$ cat src/rtl/chocorrol_secuenciador.sv
// Instruction sequencer for CHOCORROL: host-loaded program RAM, PC walk, settle wait,
// and SAL capture into RESULT with a one-cycle valid strobe.
module chocorrol_secuenciador #(
    parameter int IW            = 20,
    parameter int DW            = 32,
    parameter int AW            = 5,
    parameter int SETTLE_CYCLES = 2
) (
    input  logic          CLK,
    input  logic          RST_N,
    input  logic          PROG_WE,
    input  logic [AW-1:0] PROG_ADDR,
    input  logic [IW-1:0] PROG_DATA,
    input  logic          START,
    input  logic [DW-1:0] SAL,
    output logic [IW-1:0] INSTRUCCION,
    output logic [DW-1:0] RESULT,
    output logic          RESULT_VALID,
    output logic [AW-1:0] PC,
    output logic          BUSY,
    output logic          DONE
);

    localparam int            CW          = (SETTLE_CYCLES > 1) ? $clog2(SETTLE_CYCLES) : 1;
    localparam logic [CW-1:0] SETTLE_LOAD = CW'(SETTLE_CYCLES - 1);
    localparam logic [AW-1:0] LAST_PC     = '1;
    localparam logic [1:0]    OP_HALT     = 2'b11;

    typedef enum logic [2:0] {
        ST_IDLE,
        ST_FETCH,
        ST_DECODE,
        ST_WAIT,
        ST_HALT,
        ST_FIN
    } state_t;

    state_t        state;
    logic [CW-1:0] cnt;
    logic [IW-1:0] prog_ram [2**AW];
    logic [IW-1:0] rd_word;

    // Program RAM has no reset; host writes land only while the sequencer is idle.
    always_ff @(posedge CLK) begin
        if (RST_N && PROG_WE && state == ST_IDLE) begin
            prog_ram[PROG_ADDR] <= PROG_DATA;
        end
        if (state == ST_FETCH) begin
            rd_word <= prog_ram[PC];
        end
    end

    always_ff @(posedge CLK) begin
        if (!RST_N) begin
            state        <= ST_IDLE;
            PC           <= '0;
            INSTRUCCION  <= '0;
            RESULT       <= '0;
            RESULT_VALID <= 1'b0;
            BUSY         <= 1'b0;
            DONE         <= 1'b0;
            cnt          <= '0;
        end else begin
            RESULT_VALID <= 1'b0;
            DONE         <= 1'b0;
            case (state)
                ST_IDLE: begin
                    if (START) begin
                        PC    <= '0;
                        BUSY  <= 1'b1;
                        state <= ST_FETCH;
                    end
                end
                ST_FETCH: begin
                    state <= ST_DECODE;
                end
                ST_DECODE: begin
                    // HALT words are swallowed here so CHOCORROL never sees them.
                    if (rd_word[IW-1 -: 2] == OP_HALT) begin
                        state <= ST_HALT;
                    end else begin
                        INSTRUCCION <= rd_word;
                        cnt         <= SETTLE_LOAD;
                        state       <= ST_WAIT;
                    end
                end
                ST_WAIT: begin
                    if (cnt != '0) begin
                        cnt <= cnt - 1'b1;
                    end else begin
                        RESULT       <= SAL;
                        RESULT_VALID <= 1'b1;
                        // End of RAM finishes the run instead of wrapping back to 0.
                        if (PC == LAST_PC) begin
                            DONE  <= 1'b1;
                            state <= ST_FIN;
                        end else begin
                            PC    <= PC + 1'b1;
                            state <= ST_FETCH;
                        end
                    end
                end
                ST_HALT: begin
                    DONE  <= 1'b1;
                    state <= ST_FIN;
                end
                ST_FIN: begin
                    BUSY  <= 1'b0;
                    state <= ST_IDLE;
                end
                default: begin
                    state <= ST_IDLE;
                end
            endcase
        end
    end

endmodule
$ cat config.mk
export PLATFORM = sky130hd
export DESIGN_NAME = chocorrol_secuenciador
export DESIGN_NICKNAME = d
export VERILOG_FILES = /design/src/rtl/chocorrol_secuenciador.sv
export SDC_FILE = /design/constraint.sdc
export NUM_CORES = 1
export LEC_CHECK = 0
export BUFFER_PORTS_ARGS = -buffer_cell sky130_fd_sc_hd__buf_2
export CAP_MARGIN = 10
export CORE_ASPECT_RATIO = 1.25
export CORE_UTILIZATION = 55
export DETAILED_ROUTE_END_ITERATION = 16
export GPL_TIMING_DRIVEN = 0
export PLACE_DENSITY = 0.86
export REMOVE_ABC_BUFFERS = 1
export SYNTH_ARGS = -nofsm -noshare
export SYNTH_HDL_FRONTEND = slang
export SYNTH_SLANG_ARGS = --single-unit
export TNS_END_PERCENT = 5
$ cat constraint.sdc
create_clock -name CLK -period 2.55 [get_ports CLK]
set_clock_uncertainty 0.2 [all_clocks]
set_input_delay 0.1275 -clock CLK [delete_from_list [all_inputs] [get_ports CLK]]
set_output_delay 0.1275 -clock CLK [all_outputs]
set_load 0.01 [all_outputs]
==> impl_metrics.toml <==
[detailed_routing]
drc_errors = 0
drt-initial-drc-count = 2399
dr_total_vias = 16300
routed_via_density = 6.85
detail-route-antenna-nets = 0
drt_wl_total_um = 80300
dr.pass1.iters = 5
post_drt_wl_per_cell_um = 33.8

[worst_setup_path]
crit_chain = "buf_4 > buf_16 > mux4_2 > a22o_1 > a2111oi_2 > a21oi_1"
critPathBufInv = 2
cp_data_required_time_ns = 2.70
crit_path_top_delay_cell = "mux4_2"
r2r-start = "PC[0]"
cp-start-kind = "flop"
reg2reg_to = "rd_word[17]"
cp.arrival_ns = 2.80
path_max_fanout = 25
slowest_delay_ns = 0.54
crit_type = "reg2reg"
rrSetupSlack_ns = -0.10
endpoint_kind = "flop"
r2r_cells = 6
path_delay_family = "compound AO/OA/AOI/OAI gates"

[layout]
diodes = 0
fin_cells = 2378
final_cell_area_mm2 = 0.0336
fin_util_pct = 67.9
drive_gt1_share_pct = 31.0
nFillCells = 2748
area_growth_pct = 21.7
design.final.nets = 1738

[timing]
setup_ws_ns = -0.102
worst_pin_slew_ns = 1.13
hold_violations = 0
timing.fmax_ghz = 0.377
final.min_clock_period_ns = 2.65
setup_viol = 85
drv_slew = 0
rsz0062_at_grt = "true"
fin_setup_tns_ns = -3.48
post-route-period-util_pct = 104
slew-limit-headroom_pct = 24.7

[logic_synthesis]
synth_top_area_cell = "edfxtp_1"
yosysSeqAreaShare_pct = 76.5
syn_avg_cell_area_um2 = 19.4
netlist_area_mm2 = 0.0276
synth_compound_area_share_pct = 5.93
synth_adder_area_share_pct = 0.0907
synth_most_common_cell = "edfxtp_1"
ys_ff_latch = 724
synth_top_family_by_area = "multiplexers"
synth_xor_area_share_pct = 0.0635
synth_warnings = 0
synth_common_cells = "edfxtp_1 (660), mux4_2 (119), nand2_1 (111)"
synth_top_area_share_pct = 71.9
synthFlopType = "edfxtp_1"
async_reset_ff_share_pct = 0
synth_mux_area_share_pct = 12.7
postSynthCellCount = 1422
synth_area_leaders = "edfxtp_1 (72%), mux4_2 (9.7%), dfxtp_1 (4.6%)"
synthSimpleGateAreaFrac_pct = 3.04
synth_edf_count = 660
synth_cell_types = 47

[global_route]
grt_usage_pct = 30.9
grt_antenna_before_repair = 2
grt_pass1_wl_um = 112000
grt_max_degree = 66
grt-ovfl-total = 0
first_global_vias = 16400

[clocking]
cts_sinks = 724
clock_latency_ns = 0.63
cts.clk_slew.worst_paths_ns = 0.08
cts-root-buf = "clkbuf_16"
tritoncts = "built"
clockBufferDepth = 3
h-tree-depth = 2
numCtsBuffers = 61

[placed_design]
io_buffers = 120
gp_congestion = 0.755
dp_slack_ns = -1.21
dpl.hpwl_um = 35900
post-place-cells = 2149
placed_area_mm2 = 0.0295

[floorplan]
core_mm2 = 0.0494
rows = 91
ios = 121
fp.dieH_um = 252
die_w_um = 202
die-area_mm2 = 0.0510
start_util_pct = 55.8

[power_and_ir_drop]
power.density_mw_per_mm2 = 742
ir_worst_vdd_mv = 0.444
p_leak_nw = 10.6
netSwitchingFraction_pct = 21.8
power_frac_comb_pct = 5.8
p_seq_share_pct = 53.1
p_clk_share_pct = 41.1
power.internal_mw = 19.5
switchingPower_mw = 5.42

[hold_path]
min_path_type = "in2reg"
hold_depth = 2
holdPathEnd = "INSTRUCCION[11]"
min_from = "RST_N"

[status]
status = "complete, but fails checks"
violations = "negative setup slack"

[job]
cap_viol_max_count = 0
## metal layers
| metal | routed length, µm | global-route usage (%) |
|---|---|---|
| met2 | 39600 | 52.4 |
| met4 | 5330 | 19.0 |
| met3 | 9170 | 5.81 |
| met5 | 29 | 0 |
| met1 | 26100 | 36.7 |
## per-stage QoR
step	hold slack [ns]	total power, mW
global placement	0.188	14.6
floorplan	0.0264	14.2
detailed placement	0.195	14.6
finish	0.0302	24.9
global route	0.0466	25.3
CTS	0.0702	24.7
## final cells by class
| cell class | instances | area (µm²) | area share [%] |
|---|---|---|---|
| inverter | 3 | 11.3 | 0.0336 |
| sequential | 724 | 21100 | 62.9 |
| tap | 651 | 815 | 2.43 |
| clock inverter | 42 | 500 | 1.49 |
| multi-input combinational | 617 | 6770 | 20.2 |
| timing repair buffer | 268 | 2670 | 7.96 |
| clock buffer | 73 | 1680 | 5.00 |
## flip-flops by register name (all words and copies together) (netlist names)
signal	flops
RESULT	32
state	3
prog_ram	640
RESULT_VALID	1
INSTRUCCION	20
PC	5
DONE	1
cnt	1
BUSY	1
rd_word	20
## cell usage in the layout (no fill, tap or decap), types with 5 or more instances in the layout
cell type      instances
edfxtp_1             660
mux4_2               119
buf_2                119
nand2_1              110
mux2i_1               81
clkbuf_16             66
dfxtp_1               57
dlygate4sd3_1         55
nor2_4                41
a21oi_1               37
a21boi_0              33
buf_4                 33
a22oi_1               23
a21boi_1              20
o221ai_1              20
o22ai_1               18
a2111oi_4             18
buf_12                18
buf_16                17
buf_8                 16
a22o_1                14
clkinv_2              14
bufinv_16             10
nor2_1                 9
clkinvlp_4             7
a21oi_2                6
clkbuf_1               6
nand3b_1               5
a22o_4                 5
clkinv_1               5
## power groups by stage
stage | registers (mW) | clock network (mW) | logic (mW)
2_1_floorplan | 13.6 | 0 | 0.621
5_1_grt | 13.2 | 10.6 | 1.50
6_report | 13.2 | 10.2 | 1.43
3_3_place_gp | 13.6 | 0 | 1.07
4_1_cts | 13.2 | 10.1 | 1.35
3_5_place_dp | 13.5 | 0 | 1.12
## what timing repair did
action / CTS / global route
buffers inserted: 43 / 3
gates resized for setup: 66 / 26
gates cloned: 13 / 0
setup endpoints to repair: 666 / 298
hold buffers: 55 / 0
pin swaps: 31 / 15
hold endpoints to repair: 684 / 0
## logic make-up after synthesis
family / count (synthesis)
compound gates: 211
simple gates: 194
xor+xnor: 2
fa+ha+maj: 2
flops: 724
mux: 201
buf+inv: 88
## worst max path at each step
stage | from | endpoint | slack, ns | cells after the start
CTS | state[0] | prog_ram[28][19] | -0.002 | 5
detailed placement | PC[0] | rd_word[19] | -1.21 | 6
floorplan | PC[0] | PC[0] | -7.04 | 7
finish | PC[0] | rd_word[17] | -0.10 | 6
global placement | PC[0] | rd_word[19] | -10.26 | 4
global route | PC[0] | rd_word[17] | -0.14 | 6
(Power assumes the default switching activity.)
